--- src/rtl/lc3b_types.sv ---
// rtl/lc3b_types.sv - shared LC-3b datapath types used by the MEM-stage access unit
// Purpose: bus word type, byte-enable type, MEM-stage FSM state enum and address helpers.
// Ports: none (package).
package lc3b_types;

    typedef logic [15:0] lc3b_word;
    typedef logic [1:0]  lc3b_byte_en;

    localparam lc3b_byte_en BE_WORD = 2'b11;
    localparam lc3b_byte_en BE_LO   = 2'b01;
    localparam lc3b_byte_en BE_HI   = 2'b10;
    localparam lc3b_byte_en BE_NONE = 2'b00;

    typedef enum logic [1:0] {
        IDLE   = 2'd0,
        PTR_RD = 2'd1,
        ACCESS = 2'd2,
        DONE   = 2'd3
    } lc3b_mem_state;

    // Word accesses always go to the even byte of the pair.
    function automatic lc3b_word word_align(input lc3b_word a);
        return {a[15:1], 1'b0};
    endfunction

endpackage

--- src/rtl/mem_stage_access_unit_byte_lane_mux.sv ---
// rtl/mem_stage_access_unit_byte_lane_mux.sv - byte lane steering and enable generation
// Purpose: maps a target address plus word/byte flag onto memory address, lane
//          enables, replicated store data and zero-extended load data.
// Ports:
//   addr_i       target byte address
//   byte_op_i    1 = byte access, 0 = word access
//   store_data_i store source value
//   rdata_i      raw memory read data
//   addr_o       memory address (word-aligned for word accesses)
//   be_o         lane enables, [1] = high byte
//   wdata_o      memory write data (low byte replicated on byte stores)
//   load_o       load result (byte loads zero-extended; sign extension happens in WB)
module byte_lane_mux
    import lc3b_types::*;
(
    input  logic [15:0] addr_i,
    input  logic        byte_op_i,
    input  logic [15:0] store_data_i,
    input  logic [15:0] rdata_i,
    output logic [15:0] addr_o,
    output logic [1:0]  be_o,
    output logic [15:0] wdata_o,
    output logic [15:0] load_o
);

    always_comb begin
        addr_o  = word_align(addr_i);
        be_o    = BE_WORD;
        wdata_o = store_data_i;
        load_o  = rdata_i;
        if (byte_op_i) begin
            addr_o  = addr_i;
            be_o    = addr_i[0] ? BE_HI : BE_LO;
            // Replicate so the byte lands on whichever lane is enabled.
            wdata_o = {store_data_i[7:0], store_data_i[7:0]};
            load_o  = {8'h00, (addr_i[0] ? rdata_i[15:8] : rdata_i[7:0])};
        end
    end

endmodule

--- src/rtl/mem_stage_access_unit.sv ---
// rtl/mem_stage_access_unit.sv - MEM-stage data-port controller for the pipelined LC-3b
// Purpose: runs the data-memory request/response handshake for loads/stores in
//          EX/MEM, sequences LDI/STI as pointer read + access, steers byte lanes,
//          and stalls the upstream pipeline until the access completes.
// Ports:
//   clk, rst_n                      clock, async active-low reset
//   mem_read_ex_mem/mem_write_ex_mem load/store request from EX/MEM
//   indirect, byte_op               LDI/STI and LDB/STB qualifiers
//   addr_in, store_data             effective address and store value
//   dmem_*                          data-memory request/response port
//   load_data                       last completed load result (held)
//   stall                           freeze IF/ID, ID/EX, EX/MEM, MEM/WB
//   timeout_err                     sticky wait-limit violation flag
module mem_stage_access_unit
    import lc3b_types::*;
#(
    parameter int WAIT_LIMIT = 255,
    parameter int CNT_W      = 8
) (
    input  logic        clk,
    input  logic        rst_n,
    input  logic        mem_read_ex_mem,
    input  logic        mem_write_ex_mem,
    input  logic        indirect,
    input  logic        byte_op,
    input  logic [15:0] addr_in,
    input  logic [15:0] store_data,
    output logic [15:0] dmem_address,
    output logic        dmem_read,
    output logic        dmem_write,
    output logic [1:0]  dmem_byte_enable,
    output logic [15:0] dmem_wdata,
    input  logic [15:0] dmem_rdata,
    input  logic        dmem_resp,
    output logic [15:0] load_data,
    output logic        stall,
    output logic        timeout_err
);

    lc3b_mem_state state_q, state_d;
    lc3b_word      ptr_q, ptr_d;
    lc3b_word      load_data_q, load_data_d;
    logic [CNT_W-1:0] cnt_q, cnt_d;
    logic          timeout_q, timeout_d;

    logic     req;
    logic     is_write;
    logic     last_wait;
    logic     stall_c;
    lc3b_word tgt;
    lc3b_word lane_addr;
    lc3b_byte_en lane_be;
    lc3b_word lane_wdata;
    lc3b_word lane_load;

    assign req       = mem_read_ex_mem | mem_write_ex_mem;
    // Store wins when both strobes are set.
    assign is_write  = mem_write_ex_mem;
    assign tgt       = indirect ? ptr_q : addr_in;
    // A cycle without resp at this count would be the WAIT_LIMIT-th miss.
    assign last_wait = (cnt_q == CNT_W'(WAIT_LIMIT - 1));

    byte_lane_mux u_lane (
        .addr_i       (tgt),
        .byte_op_i    (byte_op),
        .store_data_i (store_data),
        .rdata_i      (dmem_rdata),
        .addr_o       (lane_addr),
        .be_o         (lane_be),
        .wdata_o      (lane_wdata),
        .load_o       (lane_load)
    );

    always_ff @(posedge clk or negedge rst_n) begin
        if (!rst_n) begin
            state_q     <= IDLE;
            ptr_q       <= '0;
            load_data_q <= '0;
            cnt_q       <= '0;
            timeout_q   <= 1'b0;
        end else begin
            state_q     <= state_d;
            ptr_q       <= ptr_d;
            load_data_q <= load_data_d;
            cnt_q       <= cnt_d;
            timeout_q   <= timeout_d;
        end
    end

    always_comb begin
        state_d          = state_q;
        ptr_d            = ptr_q;
        load_data_d      = load_data_q;
        cnt_d            = cnt_q;
        timeout_d        = timeout_q;
        stall_c          = 1'b0;
        dmem_address     = '0;
        dmem_read        = 1'b0;
        dmem_write       = 1'b0;
        dmem_byte_enable = BE_NONE;
        dmem_wdata       = lane_wdata;

        unique case (state_q)
            IDLE: begin
                stall_c = req;
                cnt_d   = '0;
                if (req) begin
                    state_d = indirect ? PTR_RD : ACCESS;
                end
            end
            PTR_RD: begin
                stall_c          = 1'b1;
                dmem_read        = 1'b1;
                dmem_address     = word_align(addr_in);
                dmem_byte_enable = BE_WORD;
                if (dmem_resp) begin
                    ptr_d   = dmem_rdata;
                    cnt_d   = '0;
                    state_d = ACCESS;
                end else if (last_wait) begin
                    timeout_d = 1'b1;
                    cnt_d     = '0;
                    state_d   = DONE;
                end else begin
                    cnt_d = cnt_q + CNT_W'(1);
                end
            end
            ACCESS: begin
                stall_c          = 1'b1;
                dmem_address     = lane_addr;
                dmem_byte_enable = lane_be;
                dmem_write       = is_write;
                dmem_read        = ~is_write & mem_read_ex_mem;
                if (dmem_resp) begin
                    if (!is_write) begin
                        load_data_d = lane_load;
                    end
                    cnt_d   = '0;
                    state_d = DONE;
                end else if (last_wait) begin
                    // Abandoned load leaves load_data untouched.
                    timeout_d = 1'b1;
                    cnt_d     = '0;
                    state_d   = DONE;
                end else begin
                    cnt_d = cnt_q + CNT_W'(1);
                end
            end
            DONE: begin
                // One free cycle lets the pipeline advance past this instruction.
                cnt_d   = '0;
                state_d = IDLE;
            end
            default: begin
                state_d = IDLE;
            end
        endcase
    end

    // Stall is released as soon as reset is asserted, even with a request pending.
    assign stall       = stall_c & rst_n;
    assign load_data   = load_data_q;
    assign timeout_err = timeout_q;

endmodule

--- config.mk ---
export PLATFORM = sky130hd
export DESIGN_NAME = mem_stage_access_unit
export DESIGN_NICKNAME = d
export VERILOG_FILES = /design/src/rtl/lc3b_types.sv /design/src/rtl/mem_stage_access_unit_byte_lane_mux.sv /design/src/rtl/mem_stage_access_unit.sv
export SDC_FILE = /design/constraint.sdc
export NUM_CORES = 1
export LEC_CHECK = 0
export CAP_MARGIN = 0
export CORE_AREA = 2 2 87 89
export DETAILED_ROUTE_END_ITERATION = 16
export DIE_AREA = 0 0 89 91
export PLACE_DENSITY = 0.82
export SETUP_SLACK_MARGIN = 0.5
export SYNTH_ARGS = -nofsm -noshare
export SYNTH_HDL_FRONTEND = slang
export SYNTH_HIERARCHICAL = 1
export SYNTH_SLANG_ARGS = --single-unit
--- constraint.sdc ---
create_clock -name clk -period 1.6 [get_ports clk]
set_input_delay 0.16 -clock clk [delete_from_list [all_inputs] [get_ports clk]]
set_output_delay 0.16 -clock clk [all_outputs]
set_load 0.02 [all_outputs]
==> run summary, run 1 <==
- **outcome** finished with violations
- **violated checks** hold timing, setup timing
- **largest cells by area after synthesis** sky130_fd_sc_hd__dfrtp_1 38%, sky130_fd_sc_hd__mux2_2 22%, sky130_fd_sc_hd__buf_4 6.2%
- **fraction of final layout cells sized beyond drive strength 1** 63.4%
- **Critical Path End Type** primary output
- **max-cap violation count** 0
- **reported leakage power** 2.33 nW
- **vias per std cell** 4.96
- **flop and latch count out of synthesis** 43
- **Final setup violation count** 58
- **portion of the post-synthesis area used by sequential elements** 38.5%
- **power share of the clock group** 11.3%
- **number of global-route vias before repair** 2620
- **Gate Count Post-Synth** 250
- **Yosys warning total** 6
- **register-to-register setup slack** -0.17 ns
- **RR Startpoint** state_q[0]
- **Wirelength per Cell** 17.7 µm
- **Starting DRT DRC Count** 87
- **cell-by-cell trace of the critical path** buf_6 -> ha_4 -> buf_12 -> buf_6 -> a22oi_2 -> nor2b_4 -> buf_6
- **Avg Inst Size Synth** 11.2 µm²
- **core region area** 7140 µm²
- **PortBufs** 108
- **synthesized net count** 311
- **fraction of power consumed by sequential logic** 20.8%
- **number of library cell types mapped by synthesis** 38
- **Final TNS setup** -6.09 ns
- **initial antenna violation count** 0
- **peak per-stage delay on the critical path** 0.40 ns
- **final routed DRC violation total** 0
- **part of the power in combinational logic** 67.9%
- **Num Clock Sinks** 43
- **largest net degree at the start of global routing** 44
- **Pint** 5.61 mW
- **number of filler instances in the final layout** 527
- **Primary FF master, synth** sky130_fd_sc_hd__dfrtp_1
- **Synth top area share** 38.5%
- **required time reported for the critical path endpoint** 1.44 ns
- **class of the worst hold path** in -> async
- **floorplan die height** 91 µm
- **worst max-slew margin expressed relative to the limit** 55.7%
- **Startpoint Class** flop
- **worst slack at placement** -0.683 ns
- **cell family contributing the most delay on the critical path** buffers and inverters
- **unrepaired setup endpoints after global routing** true
- **cts bufs inserted** 5
- **Hold Vio Cnt, Final** 5
- **share of the clock period used by the worst path after layout** 111%
- **terminus of the critical flop-to-flop path** ptr_q[8]
- **total half-perimeter wirelength after legalization and detailed placement** 5530 µm
- **Clock Skews** 0.00370 ns
- **Max VDD drop** 693 µV
- **RePlAce Congestion** 0.818
- **net switching power** 3.16 mW
- **Total Die Area** 8100 µm²
- **power density over the cells** 1750 nW/µm²
- **largest fanout on the critical path** 5
- **cell repeated most along the worst path** sky130_fd_sc_hd__buf_6
- **total number of vias** 2438
- **total iterations of the first detailed-routing run** 4
- **first-pass GRT wire length** 13600 µm
- **num rows** 31
- **Top Ports** 109
- **source-to-sink clock delay at the later pin of the worst-skew pair** 0.29 ns
- **worst slack on hold paths** -0.00557 ns
- **CTS clk-pin slew, worst paths** 0.08 ns
- **pin slew with the least headroom to its limit** 0.664 ns
- **number of levels the H-tree was split into** 2
- **Final Slew Violations** 0
- **antenna-violating nets left** 0
- **net count reported at finish** 453
- **diodes inserted** 0
- **root buffer cell** sky130_fd_sc_hd__clkbuf_8
- **clock tree from TritonCTS** done
- **total length of routed wires** 8680 µm
- **post-synthesis cell type with the largest combined area** sky130_fd_sc_hd__dfrtp_1
- **sum of overflow across all layers after global routing** 0
- **time the final worst path needs with I/O delays and setup** 1.78 ns
- **data arrival at the endpoint of the critical path** 1.62 ns
- **Netlist Area Pre-Place** 2800 µm²
- **worst path bufs/invs** 4
- **maximum root-to-sink buffer count** 2
- **slowest stage cell on the critical path** sky130_fd_sc_hd__dfrtp_1
- **width of the die** 89 µm
- **logic depth of the worst register-to-register path** 8
- **Area growth, synth to finish** 78.6%
- **maximum operating frequency** 0.561 GHz
- **critical path class** reg -> out
- **switching share of total power** 36.0%
- **worst path setup slack after routing** -0.183 ns
- **asr flop ratio synth** 100%
- **starting utilization of the core area** 39.2%
- **count of flip-flops with a built-in enable after synthesis** 0
- **gr usage total** 21.9%
worst max path at each step:
stage	start	end	slack (ns)	cells past startpoint
after detailed placement	indirect	dmem_byte_enable[1]	-0.68	7
after CTS	state_q[0]	dmem_address[1]	-0.18	7
after floorplan	ptr_q[0]	load_data[0]	0.19	4
final	state_q[0]	dmem_address[1]	-0.18	7
after global routing	state_q[0]	dmem_address[11]	-0.24	7
after global placement	indirect	dmem_byte_enable[1]	-0.66	7
repair_timing:
item,4_1_cts,5_1_grt
hold buffers,0,0
buffers inserted,15,3
gates resized for setup,317,19
endpoints found under the hold margin,0,0
setup endpoints to repair,97,70
pin swaps,22,8
gates cloned,5,0
per-layer routing:
| layer | up-vias | part of all wire (%) | track usage (%) |
|---|---|---|---|
| li1 | 1147 | - | - |
| met2 | 86 | 52 | 38.4 |
| met3 | 6 | 5.3 | 4.18 |
| met1 | 1199 | 42 | 27.0 |
| met5 | - | 0 | 0 |
| met4 | 0 | 1.3 | 5.97 |
final cells by class:
class                      count  area, µm²  area share [%]
multi-input combinational    165       1920            38.5
timing repair buffer         169       1700            34.1
sequential                    43       1080            21.6
tap                           99        124            2.48
clock buffer                   6       72.6            1.45
clock inverter                 2       60.1            1.20
inverter                       8       35.0           0.701
sequential cells by signal (all words and copies together) (netlist names):
signal,flops
load_data,16
cnt_q,8
state_q,2
ptr_q,16
timeout_err,1
cell usage after synthesis (2+ instances only):
cell type,instances
sky130_fd_sc_hd__mux2_2,55
sky130_fd_sc_hd__dfrtp_1,43
sky130_fd_sc_hd__nor2b_1,27
sky130_fd_sc_hd__buf_4,23
sky130_fd_sc_hd__a22oi_1,15
sky130_fd_sc_hd__a21oi_1,9
sky130_fd_sc_hd__mux2_4,9
sky130_fd_sc_hd__inv_1,8
sky130_fd_sc_hd__ha_1,6
sky130_fd_sc_hd__nor2_1,6
sky130_fd_sc_hd__clkbuf_1,5
sky130_fd_sc_hd__buf_2,4
sky130_fd_sc_hd__nand3_1,4
sky130_fd_sc_hd__o21ai_0,4
sky130_fd_sc_hd__nand2_1,3
sky130_fd_sc_hd__a21o_1,2
sky130_fd_sc_hd__a31oi_1,2
sky130_fd_sc_hd__buf_6,2
sky130_fd_sc_hd__nand2b_1,2
sky130_fd_sc_hd__nor3b_1,2
sky130_fd_sc_hd__xor2_1,2
cell usage in the layout (no fill, tap or decap), types with 7 or more instances in the layout:
| cell | Yosys | layout |
|---|---|---|
| sky130_fd_sc_hd__a22oi_2 | 0 | 15 |
| sky130_fd_sc_hd__buf_4 | 23 | 34 |
| sky130_fd_sc_hd__buf_2 | 4 | 18 |
| sky130_fd_sc_hd__nor2b_4 | 0 | 16 |
| sky130_fd_sc_hd__clkdlybuf4s50_1 | 0 | 34 |
| sky130_fd_sc_hd__dfrtp_1 | 43 | 41 |
| sky130_fd_sc_hd__buf_12 | 0 | 8 |
| sky130_fd_sc_hd__buf_6 | 2 | 43 |
| sky130_fd_sc_hd__mux2_2 | 55 | 31 |
| sky130_fd_sc_hd__a21oi_2 | 0 | 7 |
| sky130_fd_sc_hd__dlygate4sd2_1 | 0 | 25 |
| sky130_fd_sc_hd__mux2_4 | 9 | 33 |
| sky130_fd_sc_hd__nor2b_1 | 27 | 8 |
cells by family (layout without fill, tap and decap cells):
kind of cell / Yosys count / count (layout) / synth area share [%]
fa+ha+maj: 6 / 6 / 2.68
flops: 43 / 43 / 38.5
compound gates: 37 / 37 / 8.90
buf+inv: 43 / 185 / 9.57
mux: 64 / 64 / 27.0
simple gates: 54 / 55 / 12.5
xor+xnor: 3 / 3 / 0.939
per-stage QoR:
| stage | std cells | total power, mW | util, % | area, µm² |
|---|---|---|---|---|
| 4_1_cts | 489 | 8.60 | 69.5 | 4960 |
| 5_1_grt | 492 | 9.19 | 70.0 | 5000 |
| 3_5_place_dp | 461 | 6.58 | 61.4 | 4380 |
| 2_1_floorplan | 250 | 4.93 | - | 3170 |
| 6_report | 492 | 8.76 | 70.0 | 5000 |
| 3_3_place_gp | 461 | 6.46 | 61.4 | 4380 |
power groups by stage:
stage	registers, mW	clock network [mW]	logic (mW)
global route	1.87	1.05	6.26
floorplan	1.99	0	2.95
global placement	1.80	0	4.66
detailed placement	1.81	0	4.77
CTS	1.80	1.01	5.79
finish	1.82	0.993	5.95
No activity file was read; power rests on OpenSTA's default activity.
==> inputs of run 2 (changes only) <==
- CELL_PAD_IN_SITES_DETAIL_PLACEMENT: default -> 0
- CELL_PAD_IN_SITES_GLOBAL_PLACEMENT: default -> 1
- CORE_AREA: 2 2 87 89 -> 2 2 100 102
- DIE_AREA: 0 0 89 91 -> 0 0 102 104
- GPL_TIMING_DRIVEN: default -> 0
- PLACE_DENSITY: 0.82 -> 0.81
==> run 2 against run 1 <==
Effect of this change: register-to-register slack better by 0.05 ns; total power decreased by 0.97%; critical path depth did not move; fmax is 0.14% higher; critical endpoint is now dmem_byte_enable[0]; cell count increased by 9.8%; combinational power up 4.0%; first-iteration DRC count rose by 31%; final area rose by 3.6%; worst hold slack worse by 0.19 ns; highest routed layer unchanged; flip-flop and latch count is the same; the flow still finishes with violations (hold timing, setup timing); wire length increased by 3.8%.
==> run summary, run 2 (synthesis gave the netlist of run 1 again) <==
- **vias per std cell** 4.60, -7.1%
- **antenna-violating nets left** 0, unchanged
- **number of global-route vias before repair** 2727, +4.1%
- **RePlAce Congestion** 0.773, -5.4%
- **Final setup violation count** 53, -8.6%
- **core region area** 9550 µm², +34%
- **cts bufs inserted** 5, unchanged
- **required time reported for the critical path endpoint** 1.44 ns, about the same
- **share of the clock period used by the worst path after layout** 111%, -0.15 points
- **Post-CTS Hold Fix Bufs** 1, +1
- **top library cells by usage in the layout, fill and taps aside** 43 x sky130_fd_sc_hd__buf_6, 42 x sky130_fd_sc_hd__buf_4, 38 x sky130_fd_sc_hd__dfrtp_1, 35 x sky130_fd_sc_hd__clkdlybuf4s50_1, 33 x sky130_fd_sc_hd__mux2_4
- **slowest stage cell on the critical path** sky130_fd_sc_hd__dfrtp_2
- **floorplan die height** 104 µm, +14%
- **class of the worst hold path** in -> async
- **cell repeated most along the worst path** sky130_fd_sc_hd__buf_12
- **number of filler instances in the final layout** 852, +62%
- **peak per-stage delay on the critical path** 0.43 ns, +0.03 ns
- **cell-by-cell trace of the critical path** inv_2 -> ha_4 -> buf_12 -> buf_12 -> a21oi_2 -> nor2b_2 -> buf_6
- **register-to-register setup slack** -0.12 ns, +0.05 ns
- **Hold Vio Cnt, Final** 33, +28
- **fraction of final layout cells sized beyond drive strength 1** 67.1%, +3.7 points
- **area used by multi-input combinational logic** 1910 µm², -0.59%
- **maximum operating frequency** 0.562 GHz, +0.14%
- **first-pass GRT wire length** 14400 µm, +6.3%
- **pin slew with the least headroom to its limit** 0.504 ns, -0.160 ns
- **worst path setup slack after routing** -0.181 ns, +0.00246 ns
- **most common cell after layout, fill and taps aside** sky130_fd_sc_hd__buf_6
- **unrepaired setup endpoints after global routing** true
- **total half-perimeter wirelength after legalization and detailed placement** 6060 µm, +9.6%
- **final routed DRC violation total** 0, unchanged
- **Area growth, synth to finish** 85.0%
- **number of levels the H-tree was split into** 2, unchanged
- **logic depth of the worst register-to-register path** 7, -1
- **max-cap violation count** 0, unchanged
- **sum of overflow across all layers after global routing** 0, unchanged
- **width of the die** 102 µm, +15%
- **total length of routed wires** 9020 µm, +3.8%
- **Sequential cell area** 1080 µm², +0.35%
- **net count reported at finish** 467, +3.1%
- **Critical Path End Type** primary output
- **diodes inserted** 0, unchanged
- **Total Die Area** 10600 µm², +31%
- **worst max-slew margin expressed relative to the limit** 66.3%, +11 points
- **Clock Skews** 0.0122 ns, +0.00854 ns
- **largest net degree at the start of global routing** 35, -20%
- **clock tree from TritonCTS** done
- **Num Clock Sinks** 43, unchanged
- **Top Ports** 109, unchanged
- **initial antenna violation count** 0, unchanged
- **total iterations of the first detailed-routing run** 4, unchanged
- **Final Slew Violations** 0, unchanged
- **data arrival at the endpoint of the critical path** 1.62 ns, about the same
- **PortBufs** 106, -1.9%
- **source-to-sink clock delay at the later pin of the worst-skew pair** 0.30 ns, about the same
- **RR Startpoint** state_q[1]
- **starting utilization of the core area** 29.3%, -9.9 points
- **critical path class** reg -> out
- **CTS clk-pin slew, worst paths** 0.09 ns, about the same
- **root buffer cell** sky130_fd_sc_hd__clkbuf_8
- **Startpoint Class** flop
- **Wirelength per Cell** 16.7 µm, -5.4%
- **maximum root-to-sink buffer count** 2, unchanged
- **num rows** 36, +16%
- **end-of-flow core utilization** 54.2%, -16 points
- **total number of vias** 2486, +2.0%
- **gr usage total** 17.5%, -4.4 points
- **time the final worst path needs with I/O delays and setup** 1.78 ns, -0.00246 ns
- **outcome** finished with violations
- **worst slack on hold paths** -0.193 ns, -0.187 ns
- **Starting DRT DRC Count** 114, +31%
- **largest fanout on the critical path** 5, unchanged
- **violated checks** hold timing, setup timing
- **terminus of the critical flop-to-flop path** load_data[1]
- **power density over the cells** 1680 nW/µm², -4.4%
- **worst slack at placement** -0.498 ns, +0.185 ns
- **Max VDD drop** 677 µV, -2.3%
- **reported leakage power** 2.44 nW, +5.1%
run 2: cell types whose count changed in the layout (fill, tap and decap cells not counted), moves of 4 or more:
cell and delta:
sky130_fd_sc_hd__buf_2 +5, sky130_fd_sc_hd__buf_4 +8, sky130_fd_sc_hd__dlymetal6s2s_1 +8, sky130_fd_sc_hd__clkbuf_16 +4, sky130_fd_sc_hd__clkbuf_8 +4, sky130_fd_sc_hd__dlygate4sd2_1 -13
run 2: final cells by class:
type                       count  share of cell area [%]
clock inverter                 2                   0.242
sequential                    43                    20.9
inverter                       8                   0.677
multi-input combinational    164                    36.9
buffer                        35                    7.64
tap                          133                    3.22
timing repair buffer         149                    29.0
clock buffer                   6                    1.40
run 2: per-layer routing:
layer | vias to the layer above | track usage, % | wire length (µm)
met5 | - | 0 | 0
met1 | 1239 | 21.8 | 3630
met3 | 4 | 5.44 | 630
li1 | 1168 | - | -
met2 | 75 | 29.6 | 4660
met4 | 0 | 3.71 | 87
run 2: how the worst max path moves through the flow:
stage / endpoint / slack [ns] / start
floorplan: load_data[0] / 0.19 / ptr_q[0]
global placement: stall / -1.74 / rst_n
detailed placement: dmem_byte_enable[0] / -0.50 / addr_in[0]
CTS: dmem_byte_enable[0] / -0.17 / state_q[0]
global route: dmem_address[13] / -0.23 / state_q[0]
finish: dmem_byte_enable[0] / -0.18 / state_q[1]
run 2: power by group:
| part | leakage, nW | switching (mW) | internal [mW] | total [mW] |
|---|---|---|---|---|
| clock | 0.0412 | 0.398 | 0.306 | 0.704 |
| combinational | 1.87 | 2.56 | 3.63 | 6.19 |
| sequential | 0.531 | 0.258 | 1.53 | 1.79 |
run 2: critical path, delay by kind of cell, from the launching register on:
kind                     cells  cell delay [ns]
AO/OA/AOI/OAI                1             0.03
buffers and inverters        4             0.50
flip-flops                   1             0.43
adder cells (fa/ha/maj)      1             0.19
AND/OR/NAND/NOR              1             0.17
run 2: timing repair:
item,CTS,global route
gates cloned,7,1
pin swaps,15,7
resized for setup,316,30
buffers inserted,20,13
hold endpoints to repair,10,33
endpoints found under the setup margin,97,70
run 2: stage by stage:
stage / power [mW] / TNS, ns / cell area, µm² / cells
after floorplan: 4.93 / 0 / 3170 / 250
after global placement: 6.42 / -52.07 / 4400 / 489
after detailed placement: 6.47 / -11.66 / 4410 / 490
after CTS: 8.40 / -2.98 / 4970 / 526
after global routing: 9.14 / -8.74 / 5170 / 540
final: 8.68 / -6.28 / 5170 / 540
==> inputs of run 3 (changes only) <==
- SETUP_SLACK_MARGIN: 0.5 -> 0.02
==> run 3 against run 2 <==
Effect of this change: the run ends with setup timing left; utilization fell by 4.3 points; worst hold slack improved by 0.62 ns; register-to-register slack barely moved; critical path depth fell by 1; final area fell by 7.9%; clock power fell by 1%; clock skew fell by 0.0089 ns; cell count fell by 2.8%; clock-buffer cell count did not move; fmax barely moved; via count fell by 1.4%.
==> run summary, run 3 (synthesis gave the netlist of run 1 again) <==
- **maximum root-to-sink buffer count** 2, unchanged
- **RePlAce Congestion** 0.771, -0.26%
- **max-cap violation count** 0, unchanged
- **total half-perimeter wirelength after legalization and detailed placement** 5920 µm, -2.3%
- **terminus of the critical flop-to-flop path** load_data[12]
- **final routed DRC violation total** 0, unchanged
- **starting utilization of the core area** 29.3%, unchanged
- **Total Die Area** 10600 µm², unchanged
- **hold path startpoint** byte_op
- **power density over the cells** 1620 nW/µm², -3.5%
- **first-pass GRT wire length** 13500 µm, -6.2%
- **power share of the clock group** 9.0%, +0.9 points
- **end point of the worst hold path** load_data[9]
- **data arrival at the endpoint of the critical path** 1.62 ns, about the same
- **Num Clock Sinks** 43, unchanged
- **time the final worst path needs with I/O delays and setup** 1.78 ns, -0.000944 ns
- **violated checks** setup timing
- **outcome** finished with violations
- **class of the worst hold path** in -> reg
- **initial antenna violation count** 1, +1
- **pin slew with the least headroom to its limit** 0.791 ns, +0.287 ns
- **share of the clock period used by the worst path after layout** 111%, about the same
- **source-to-sink clock delay at the later pin of the worst-skew pair** 0.29 ns, about the same
- **RR Startpoint** state_q[0]
- **part of the power in combinational logic** 67.8%, -3.5 points
- **gr usage total** 16.2%, -1.3 points
- **Top Ports** 109, unchanged
- **switching share of total power** 37.6%, +0.59 points
- **floorplan die height** 104 µm, unchanged
- **required time reported for the critical path endpoint** 1.44 ns, about the same
- **number of global-route vias before repair** 2563, -6.0%
- **logic depth of the worst register-to-register path** 5, -2
- **largest net degree at the start of global routing** 28, -20%
- **clock tree from TritonCTS** done
- **met3 track utilization from global routing** 5.38%, -0.067 points
- **Hold Vio Cnt, Final** 0, -100%
- **total number of vias** 2452, -1.4%
- **Final setup violation count** 32, -40%
- **Final Slew Violations** 0, unchanged
- **total length of routed wires** 8670 µm, -3.8%
- **sum of overflow across all layers after global routing** 0, unchanged
- **total chip power** 7.72 mW, -11%
- **fraction of power consumed by sequential logic** 23.2%, +2.6 points
- **Startpoint Class** flop
- **PortBufs** 106, unchanged
- **net count reported at finish** 452, -3.2%
- **Clock Skews** 0.00329 ns, -0.00895 ns
- **cts bufs inserted** 5, unchanged
- **Pint** 4.82 mW, -12%
- **layer carrying the most global-route usage** met2
- **number of levels the H-tree was split into** 2, unchanged
- **reported leakage power** 2.06 nW, -16%
- **global routing usage on met1** 21.0%, -0.82 points
- **maximum operating frequency** 0.562 GHz, about the same
- **top library cells by usage in the layout, fill and taps aside** 81 x sky130_fd_sc_hd__clkdlybuf4s50_1, 54 x sky130_fd_sc_hd__mux2_2, 49 x sky130_fd_sc_hd__buf_4, 42 x sky130_fd_sc_hd__dfrtp_1, 19 x sky130_fd_sc_hd__buf_6
- **Wirelength per Cell** 16.5 µm, -1.1%
- **Critical Path End Type** primary output
- **largest fanout on the critical path** 7, +2
- **fraction of final layout cells sized beyond drive strength 1** 51.0%, -16 points
- **num rows** 36, unchanged
- **Starting DRT DRC Count** 88, -23%
- **met2 capacity usage during global routing** 26.2%, -3.4 points
- **total iterations of the first detailed-routing run** 4, unchanged
- **antenna-violating nets left** 0, unchanged
- **diodes inserted** 0, unchanged
- **core region area** 9550 µm², unchanged
- **CTS clk-pin slew, worst paths** 0.09 ns, about the same
- **most common cell after layout, fill and taps aside** sky130_fd_sc_hd__clkdlybuf4s50_1
- **number of cells on the worst hold path** 4
- **worst max-slew margin expressed relative to the limit** 47.1%, -19 points
- **register-to-register setup slack** -0.12 ns, about the same
- **vias per std cell** 4.67, +1.5%
- **worst path setup slack after routing** -0.180 ns, +0.000944 ns
- **Area growth, synth to finish** 70.4%
- **critical path class** reg -> out
- **Final TNS setup** -4.02 ns, +2.26 ns
- **Max VDD drop** 827 µV, +22%
- **net switching power** 2.90 mW, -9.7%
- **width of the die** 102 µm, unchanged
- **unrepaired setup endpoints after global routing** true
- **root buffer cell** sky130_fd_sc_hd__clkbuf_8
[run 3: worst max path at each step]
stage                from                to  slack, ns  depth (start not counted)
4_1_cts        state_q[0]   dmem_address[1]      -0.19                          6
2_1_floorplan  state_q[0]   dmem_address[3]       0.03                          5
5_1_grt        state_q[1]   dmem_address[7]      -0.24                          7
3_5_place_dp   state_q[0]   dmem_address[1]      -0.83                          6
6_report       state_q[0]  dmem_address[10]      -0.18                          6
3_3_place_gp        rst_n             stall      -1.69                          3
[run 3: final cells by class]
cell class                      instances  area [µm²]
Inverter                                8        35.0
Buffer                                 35         359
Clock buffer                            6        72.6
Tap cell                              133         166
Sequential cell                        43        1080
Timing Repair Buffer                  134        1360
Multi-Input combinational cell        164        1680
Fill cell                             879        4780
Clock inverter                          2        12.5
[run 3: timing repair]
action | 4_1_cts | 5_1_grt
gates cloned | 2 | 2
hold endpoints to repair | 16 | 0
resized for setup | 175 | 28
setup buffers | 7 | 15
endpoints found under the setup margin | 48 | 46
hold buffers | 2 | 0
pin swaps | 9 | 11
[run 3: metal layers]
metal	vias up	wire [µm]
met5	-	0
met4	0	87
met3	8	664
met2	81	4240
met1	1214	3680
li1	1149	-
[run 3: critical path: stages (launching register included)]
cell and delay (ns):
sky130_fd_sc_hd__dfrtp_2 0.46, sky130_fd_sc_hd__inv_4 0.10, sky130_fd_sc_hd__ha_4 0.23, sky130_fd_sc_hd__clkbuf_16 0.18
sky130_fd_sc_hd__a22oi_2 0.07, sky130_fd_sc_hd__nor2b_2 0.15, sky130_fd_sc_hd__buf_6 0.13
[run 3: power by group through the flow]
| stage | Clock, mW | Sequential (mW) | Combinational [mW] |
|---|---|---|---|
| floorplan | 0 | 1.96 | 2.11 |
| global placement | 0 | 1.78 | 3.75 |
| detailed placement | 0 | 1.79 | 3.81 |
| CTS | 0.715 | 1.77 | 4.78 |
| global route | 0.764 | 1.84 | 5.54 |
| finish | 0.697 | 1.79 | 5.23 |
[run 3: stage by stage]
step / hold WS [ns] / cells / util (%) / setup WS (ns) / instance area (µm²)
finish: 0.430 / 525 / 49.9 / -0.180 / 4770
global route: 0.440 / 525 / 49.9 / -0.241 / 4770
CTS: 0.427 / 509 / 47.3 / -0.186 / 4510
detailed placement: 0.130 / 490 / 42.5 / -0.827 / 4060
global placement: 0.441 / 489 / 42.4 / -1.69 / 4050
floorplan: -0.136 / 250 / - / 0.0264 / 2820
==> variant (config.mk and constraints of run 2) <==
The 4 states of `lc3b_mem_state` get a Gray code encoding in 2 bits.
--- a/src/rtl/lc3b_types.sv
+++ b/src/rtl/lc3b_types.sv
@@ -13,8 +13,8 @@
 
     typedef enum logic [1:0] {
-        IDLE   = 2'd0,
-        PTR_RD = 2'd1,
-        ACCESS = 2'd2,
-        DONE   = 2'd3
+        IDLE   = 2'b00,
+        PTR_RD = 2'b01,
+        ACCESS = 2'b11,
+        DONE   = 2'b10
     } lc3b_mem_state;
 
Behaviour: same outputs for any inputs over 10 cycles, from zero or initial values and one cycle with rst_n low; not proved beyond that.
==> variant against run 2 <==
Cell count shrank 0.37%. Power down 6.8%. Synthesized area up 0.54%. Routed wire length is 3.3% lower. Worst setup slack improved by 0.18 ns. Cell area increased by 2.4%. Sequential cell count stayed put. Global-route usage decreased by 0.93 points. Largest cell class unchanged. Largest power group unchanged.
==> variant: results <==
{
  "status": "completed",
  "synthAdderAreaFrac": 0.00890,
  "p_leak_nw": 2.49,
  "multi_input_area_mm2": 0.00198,
  "synthCells": 238,
  "cts.repair.resized": 309,
  "clock_power_share": 0.086,
  "powerClk_mw": 0.693,
  "num-fill-cells": 810,
  "grt_use_total": 0.166,
  "rr_worst_depth": 5,
  "layout.non_clock_buffers": 194,
  "sh_seq_area": 0.203,
  "yosysUniqueCellTypes": 34,
  "dp.cells": 477,
  "final_nets": 461,
  "cp_slowest_cell": "dfrtp_1",
  "critical_path_arrival_ns": 1.78,
  "yosysSeqAreaShare": 0.383,
  "dpl_cell_area_mm2": 0.00446,
  "ys_top_cells_by_area": "dfrtp_1, mux2_4, mux2_2",
  "slowest_delay_ns": 0.38,
  "inverters": 9,
  "setup_viol": 0,
  "synthXorXnorAreaFrac": 0.00623,
  "grt_max_degree": 35,
  "synthMuxAreaShare": 0.348,
  "num-multi-input-gates": 151,
  "hold_path.class": "input pin to flip-flop",
  "final_cell_count_no_fill": 538,
  "routedWlPerCell_um": 16.2,
  "synth_commonest_cells": "dfrtp_1, mux2_2, mux2_4",
  "layout-drive-gt1-share": 0.669,
  "dp_slack_ns": -0.412,
  "cts_setup_buffers": 35,
  "clockNetworkAreaShare": 0.0160,
  "cts_buffers": 5,
  "seqCellArea_mm2": 0.00108,
  "port_buffers": 105,
  "synth_nets": 295,
  "synth_compound_area_frac": 0.0507,
  "cp_max_fo": 7,
  "grt_pass1_wl_um": 13900,
  "num_vias": 2409,
  "intPower_mw": 5.11,
  "grt_pass1_vias": 2636,
  "drtIter0Drc": 73,
  "critical-path-top-delay-family": "multiplexers",
  "slew_headroom": 0.705,
  "cts_hold_buf": 2,
  "hpwlAfterDp_um": 5770,
  "nFlopsAndLatches": 43,
  "peakVddDrop_mv": 0.501
}
variant: cell count changes after synthesis, moves of 2 or more:
cell and change:
ha_1 -4, buf_6 +3, buf_2 +2, nor2_1 +14, clkbuf_1 -5, nor3b_1 -2
a22oi_1 -15, mux2_4 +20, nor2b_1 -18, and3_1 +3, a21oi_1 -4, mux2_2 -20
o311ai_0 +2, mux2i_1 +15
variant: path summary, 6_finish.rpt:
check                                  from      endpoint  slack [ns]
max in group asynchronous             rst_n  load_data[0]        0.93
worst max-delay path               ptr_q[0]  load_data[3]       0.003
min in group asynchronous             rst_n  load_data[1]        0.36
worst min register to register  timeout_err   timeout_err        0.50
worst max register to register     ptr_q[0]  load_data[3]       0.003
worst min-delay path              dmem_resp      cnt_q[6]        0.26
variant: metal layers:
metal,vias up,track usage,part of all wire,wire length (µm)
met5,-,0,0,0
met4,0,0.0400,0.012,101
met3,7,0.0289,0.041,354
met2,64,0.289,0.53,4610
met1,1196,0.210,0.42,3660
li1,1142,-,-,-
